[src/rtl/lbuf_bank_sched.sv]
// Bank scheduler for the 3-bank line-buffer SRAM: tracks bank fill state, steers the
// writer, sweeps completed banks for the window datapath and releases them by stride mode.
module lbuf_bank_sched #(
  parameter int AW       = 10,
  parameter int LINE_LEN = 224
) (
  input  logic          SYS_CLK,
  input  logic          SYS_RST,
  input  logic          frame_start,
  input  logic [3:0]    mode,
  input  logic          wr_bank_done,
  output logic [1:0]    wr_bank,
  output logic          wr_ready,
  input  logic          rd_ready,
  output logic [2:0]    rd_cen,
  output logic [AW-1:0] rd_addr,
  output logic [1:0]    rd_top_bank,
  output logic [1:0]    rd_bot_bank,
  output logic          rd_valid,
  output logic          rd_last,
  output logic [2:0]    bank_full,
  output logic          err_overflow
);

  localparam logic [AW-1:0] LAST_ADDR = AW'(LINE_LEN - 1);

  typedef enum logic [1:0] {S_IDLE, S_WAIT, S_READ, S_REL} state_t;

  state_t        state_q, state_d;
  logic [2:0]    full_q, full_d;
  logic [1:0]    wr_bank_q, wr_bank_d;
  logic [1:0]    rd_ptr_q, rd_ptr_d;
  logic [3:0]    mode_q, mode_d;
  logic [AW-1:0] rd_addr_q, rd_addr_d;
  logic          err_q, err_d;
  logic          rd_valid_q, rd_last_q;

  logic [1:0] top_bank, bot_bank;
  logic       need_one, stride2, wr_ok, issue;
  logic [2:0] rd_mask, rel_mask;

  function automatic logic [1:0] inc3(input logic [1:0] x);
    return (x == 2'd2) ? 2'd0 : x + 2'd1;
  endfunction

  function automatic logic [2:0] bank_bit(input logic [1:0] b);
    return 3'b001 << b;
  endfunction

  assign top_bank = rd_ptr_q;
  assign bot_bank = inc3(rd_ptr_q);
  assign need_one = mode_q[3];
  assign stride2  = mode_q[2] & ~mode_q[3];
  assign wr_ok    = ~|(full_q & bank_bit(wr_bank_q)) && (state_q != S_IDLE);
  assign rd_mask  = bank_bit(top_bank) | (need_one ? 3'b000 : bank_bit(bot_bank));
  assign rel_mask = bank_bit(top_bank) | (stride2 ? bank_bit(bot_bank) : 3'b000);
  assign issue    = (state_q == S_READ) && rd_ready;

  always_comb begin
    state_d   = state_q;
    full_d    = full_q;
    wr_bank_d = wr_bank_q;
    rd_ptr_d  = rd_ptr_q;
    mode_d    = mode_q;
    rd_addr_d = rd_addr_q;
    err_d     = err_q;

    case (state_q)
      S_IDLE: begin
        if (frame_start) begin
          state_d = S_WAIT;
          mode_d  = mode;
        end
      end
      S_WAIT: begin
        if (full_q[0] | full_q[1] | full_q[2]) begin
          if (|(full_q & bank_bit(top_bank)) &&
              (need_one || |(full_q & bank_bit(bot_bank)))) begin
            state_d   = S_READ;
            rd_addr_d = '0;
          end
        end
      end
      S_READ: begin
        if (rd_ready) begin
          if (rd_addr_q == LAST_ADDR) state_d = S_REL;
          else                        rd_addr_d = rd_addr_q + 1'b1;
        end
      end
      S_REL: begin
        full_d   = full_q & ~rel_mask;
        rd_ptr_d = stride2 ? inc3(inc3(rd_ptr_q)) : inc3(rd_ptr_q);
        state_d  = S_WAIT;
      end
      default: state_d = S_IDLE;
    endcase

    // Release and a new fill target different banks, so both updates compose.
    if (wr_bank_done) begin
      if (wr_ok) begin
        full_d    = full_d | bank_bit(wr_bank_q);
        wr_bank_d = inc3(wr_bank_q);
      end else begin
        err_d = 1'b1;
      end
    end

    if (frame_start && (state_q != S_IDLE)) begin
      state_d   = S_WAIT;
      mode_d    = mode;
      full_d    = '0;
      rd_ptr_d  = '0;
      wr_bank_d = '0;
      rd_addr_d = '0;
    end
  end

  always_ff @(posedge SYS_CLK) begin
    if (SYS_RST) begin
      state_q    <= S_IDLE;
      full_q     <= '0;
      wr_bank_q  <= '0;
      rd_ptr_q   <= '0;
      mode_q     <= '0;
      rd_addr_q  <= '0;
      err_q      <= 1'b0;
      rd_valid_q <= 1'b0;
      rd_last_q  <= 1'b0;
    end else begin
      state_q    <= state_d;
      full_q     <= full_d;
      wr_bank_q  <= wr_bank_d;
      rd_ptr_q   <= rd_ptr_d;
      mode_q     <= mode_d;
      rd_addr_q  <= rd_addr_d;
      err_q      <= err_d;
      rd_valid_q <= issue;
      rd_last_q  <= issue && (rd_addr_q == LAST_ADDR);
    end
  end

  assign wr_bank      = wr_bank_q;
  assign wr_ready     = wr_ok;
  assign rd_cen       = issue ? rd_mask : 3'b000;
  assign rd_addr      = rd_addr_q;
  assign rd_top_bank  = top_bank;
  assign rd_bot_bank  = bot_bank;
  assign rd_valid     = rd_valid_q;
  assign rd_last      = rd_last_q;
  assign bank_full    = full_q;
  assign err_overflow = err_q;

endmodule

[config.mk]
export PLATFORM = sky130hd
export DESIGN_NAME = lbuf_bank_sched
export DESIGN_NICKNAME = d
export VERILOG_FILES = /design/src/rtl/lbuf_bank_sched.sv
export SDC_FILE = /design/constraint.sdc
export NUM_CORES = 1
export LEC_CHECK = 0
export ABC_CLOCK_PERIOD_IN_PS = 2500
export CAP_MARGIN = 20
export CORE_MARGIN = 1
export CORE_UTILIZATION = 30
export DETAILED_ROUTE_END_ITERATION = 12
export GPL_TIMING_DRIVEN = 0
export PLACE_DENSITY = 0.52
export SKIP_LAST_GASP = 1
export SLEW_MARGIN = 0
export SYNTH_ARGS = -nofsm -noshare
export SYNTH_HDL_FRONTEND = slang
export SYNTH_SLANG_ARGS = --single-unit
[constraint.sdc]
create_clock -name SYS_CLK -period 2.5 [get_ports SYS_CLK]
set_input_delay 0.5 -clock SYS_CLK [delete_from_list [all_inputs] [get_ports SYS_CLK]]
set_output_delay 0.5 -clock SYS_CLK [all_outputs]
set_load 0.02 [all_outputs]
==> results.yml <==
die:
  die_h_um: 69.0
  rows: 23
  core_area_um2: 4140
  io_pins: 35
  initial_core_util_pct: 32.5
  die_area_um2: 4760
  die_w_um: 69.0
pwr:
  combPwrFrac_pct: 43.4
  pwr-share-seq_pct: 32.5
  power_mw: 1.45
  p_per_area_nw_per_um2: 808
  p_leak_nw: 0.622
  ir_worst_vdd_mv: 0.230
  switchingPower_mw: 0.550
  sw_frac_of_total_pct: 37.9
  internal_power_mw: 0.899
  clkPwrFrac_pct: 24.1
min_path:
  hp-start: "err_overflow$_SDFFE_PP0P_"
  hp-class: "reg -> reg"
  hold_end: "err_overflow$_SDFFE_PP0P_"
  holdPathStages: 2
critical_path:
  end_kind: "output pin"
  r2r-start: "state_q[0]$_SDFFE_PP0P_"
  worstSetupPathType: "reg -> out"
  cp_max_fo: 7
  reg2reg_depth: 8
  cp_data_required_time_ps: 2000
  arrival_ps: 1850
  startpoint_type: "register"
  r2r-end: "rd_top_bank[1]$_SDFFE_PP0N_"
  r2r_slack_ps: 580
sta:
  layout_setup_ws_ps: 147
  tightest_slew_ps: 793
  slew_violations: 0
  hold_viol_final: 0
  max_freq_mhz: 425
  setup_violations: 0
  min_period_over_period_pct: 94.1
  fin_skew_ps: 12.8
  rsz0062_at_grt: "false"
  slew-limit-headroom_pct: 47.1
  period_minus_slack_ps: 2350
layout:
  fin_cells: 249
  fin_nets: 215
  finalCoreUtilization_pct: 43.3
  area_growth_pct: 33.2
  diodes: 0
  regArea_um2: 480
  multi_input_area_um2: 797
  fill_cells: 420
  drive_gt1_share_pct: 9.05
  final_cell_mix: "29 x clkdlybuf4s50_1, 24 x dfxtp_1, 20 x nand2_1, 19 x a21oi_1, 11 x nor2_1"
  final_common_cell: "clkdlybuf4s50_1"
global_route:
  grt_pass1_wl_um: 5620
  grtUsageTotal_pct: 16.1
  grt_pass1_vias: 1187
  grt_overflow: 0
  grt_antenna_before_repair: 0
  grt_max_degree: 15
synthesis:
  ys_seq_area_share_pct: 35.7
  mappedNetlistNets: 178
  syn_area_um2: 1350
  yosysWarnings: 0
  avgSynthCellArea_um2: 8.26
  netlist_instances: 163
  ys_async_sr_fraction_pct: 0
  ys_ff_latch: 24
  synth-edff-count: 0
  synth.distinct_cells: 49
  synthFlopType: "dfxtp_1"
clock_tree:
  path_clk_slew_ps: 100
  postCtsSetupRepairBufs: 0
  htreeDepth: 1
  cts_tree: "done"
  cts_root_buf: "clkbuf_8"
  clock_latency_ps: 280
  cts_buffers: 3
  cts.sinks: 24
  clockBufferDepth: 2
routing:
  drtPass1Iterations: 4
  wl_um: 3550
  routed_via_density: 5.20
  drc: 0
  vias: 1295
  drt-initial-drc-count: 53
  wl_per_cell_um: 14.3
  antenna_left: 0
placement:
  place_ws_ps: -151
  dp_cells: 245
  port_buffers: 32
  gp_congestion: 0.747
  dp_hpwl_um: 2590
run_status:
  status: "completed"
job:
  maxCapViolations: 0
## per-stage QoR
step / hold slack (ps) / TNS, ps / area, µm²
2_1_floorplan: 476 / 0 / 1350
3_3_place_gp: 439 / -198 / 1730
3_5_place_dp: 448 / -344 / 1730
4_1_cts: 462 / 0 / 1800
5_1_grt: 492 / 0 / 1790
6_report: 456 / 0 / 1790
## worst max-delay path: stages (launching register included)
cell	delay [ps]
dfxtp_1	470
mux2i_1	260
o21ai_0	130
nor2_1	110
clkdlybuf4s50_1	610
## area by class of cell
cell class	instances	area share, %
buffer	6	2.16
clock buffer	3	2.30
clock inverter	1	1.67
inverter	9	1.88
multi-input combinational	124	44.5
sequential	24	26.8
tap	50	3.49
timing repair buffer	32	17.2
## synthesized netlist by cell type, drive strengths merged, types with 2 or more instances
master / n / area, µm²
dfxtp: 24 / 480
or4: 6 / 45.0
nand2b: 4 / 25.0
inv: 9 / 33.8
a211oi: 2 / 27.5
a21oi: 19 / 95.1
or3: 2 / 12.5
nand4: 3 / 18.8
nor2b: 2 / 12.5
nand3: 4 / 20.0
ha: 6 / 75.1
buf: 2 / 18.8
nor2: 11 / 41.3
or2: 2 / 12.5
o21ai: 15 / 86.3
mux2i: 4 / 40.0
nand2: 20 / 75.1
clkbuf: 4 / 16.3
## repair_timing
action	CTS	global route
gates resized for setup	5	6
endpoints found under the setup margin	3	2
pin swaps	0	0
hold buffers	0	0
## kinds of logic after synthesis
family / share of synthesized area (%)
AO/OA/AOI/OAI: 24.0
buffers and inverters: 5.11
AND/OR/NAND/NOR: 25.2
multiplexers: 3.81
adder cells (fa/ha/maj): 5.58
flip-flops: 35.7
XOR/XNOR: 0.651
## metal layers
layer	global-route usage [%]	part of all wire [%]	routed length [µm]	vias to the layer above
li1	-	-	-	655
met1	20.1	48	1710	601
met2	27.4	46	1620	35
met3	2.80	5.1	181	4
met4	6.12	1.2	41	0
met5	0	0	0	-
## power groups by stage
stage	sequential [mW]	combinational, mW	clock, mW
floorplan	0.498	0.401	0
global placement	0.477	0.615	0
detailed placement	0.479	0.629	0
CTS	0.470	0.633	0.360
global route	0.480	0.692	0.375
finish	0.471	0.628	0.349
## worst max-delay path by stage
stage,startpoint,end
global route,wr_bank[0]$_SDFFE_PP0P_,wr_ready
detailed placement,state_q[0]$_SDFFE_PP0P_,rd_cen[0]
floorplan,state_q[0]$_SDFFE_PP0P_,rd_cen[0]
global placement,state_q[0]$_SDFFE_PP0P_,rd_cen[0]
finish,wr_bank[0]$_SDFFE_PP0P_,wr_ready
CTS,state_q[0]$_SDFFE_PP0P_,rd_cen[0]
## registers in the layout, indices dropped and copies added (netlist names)
register	flops
rd_addr	10
bank_full	3
mode_q	2
rd_top_bank	2
state_q	2
wr_bank	2
err_overflow	1
rd_last	1
rd_valid	1
Note: power is estimated with default switching activity, not from simulation.
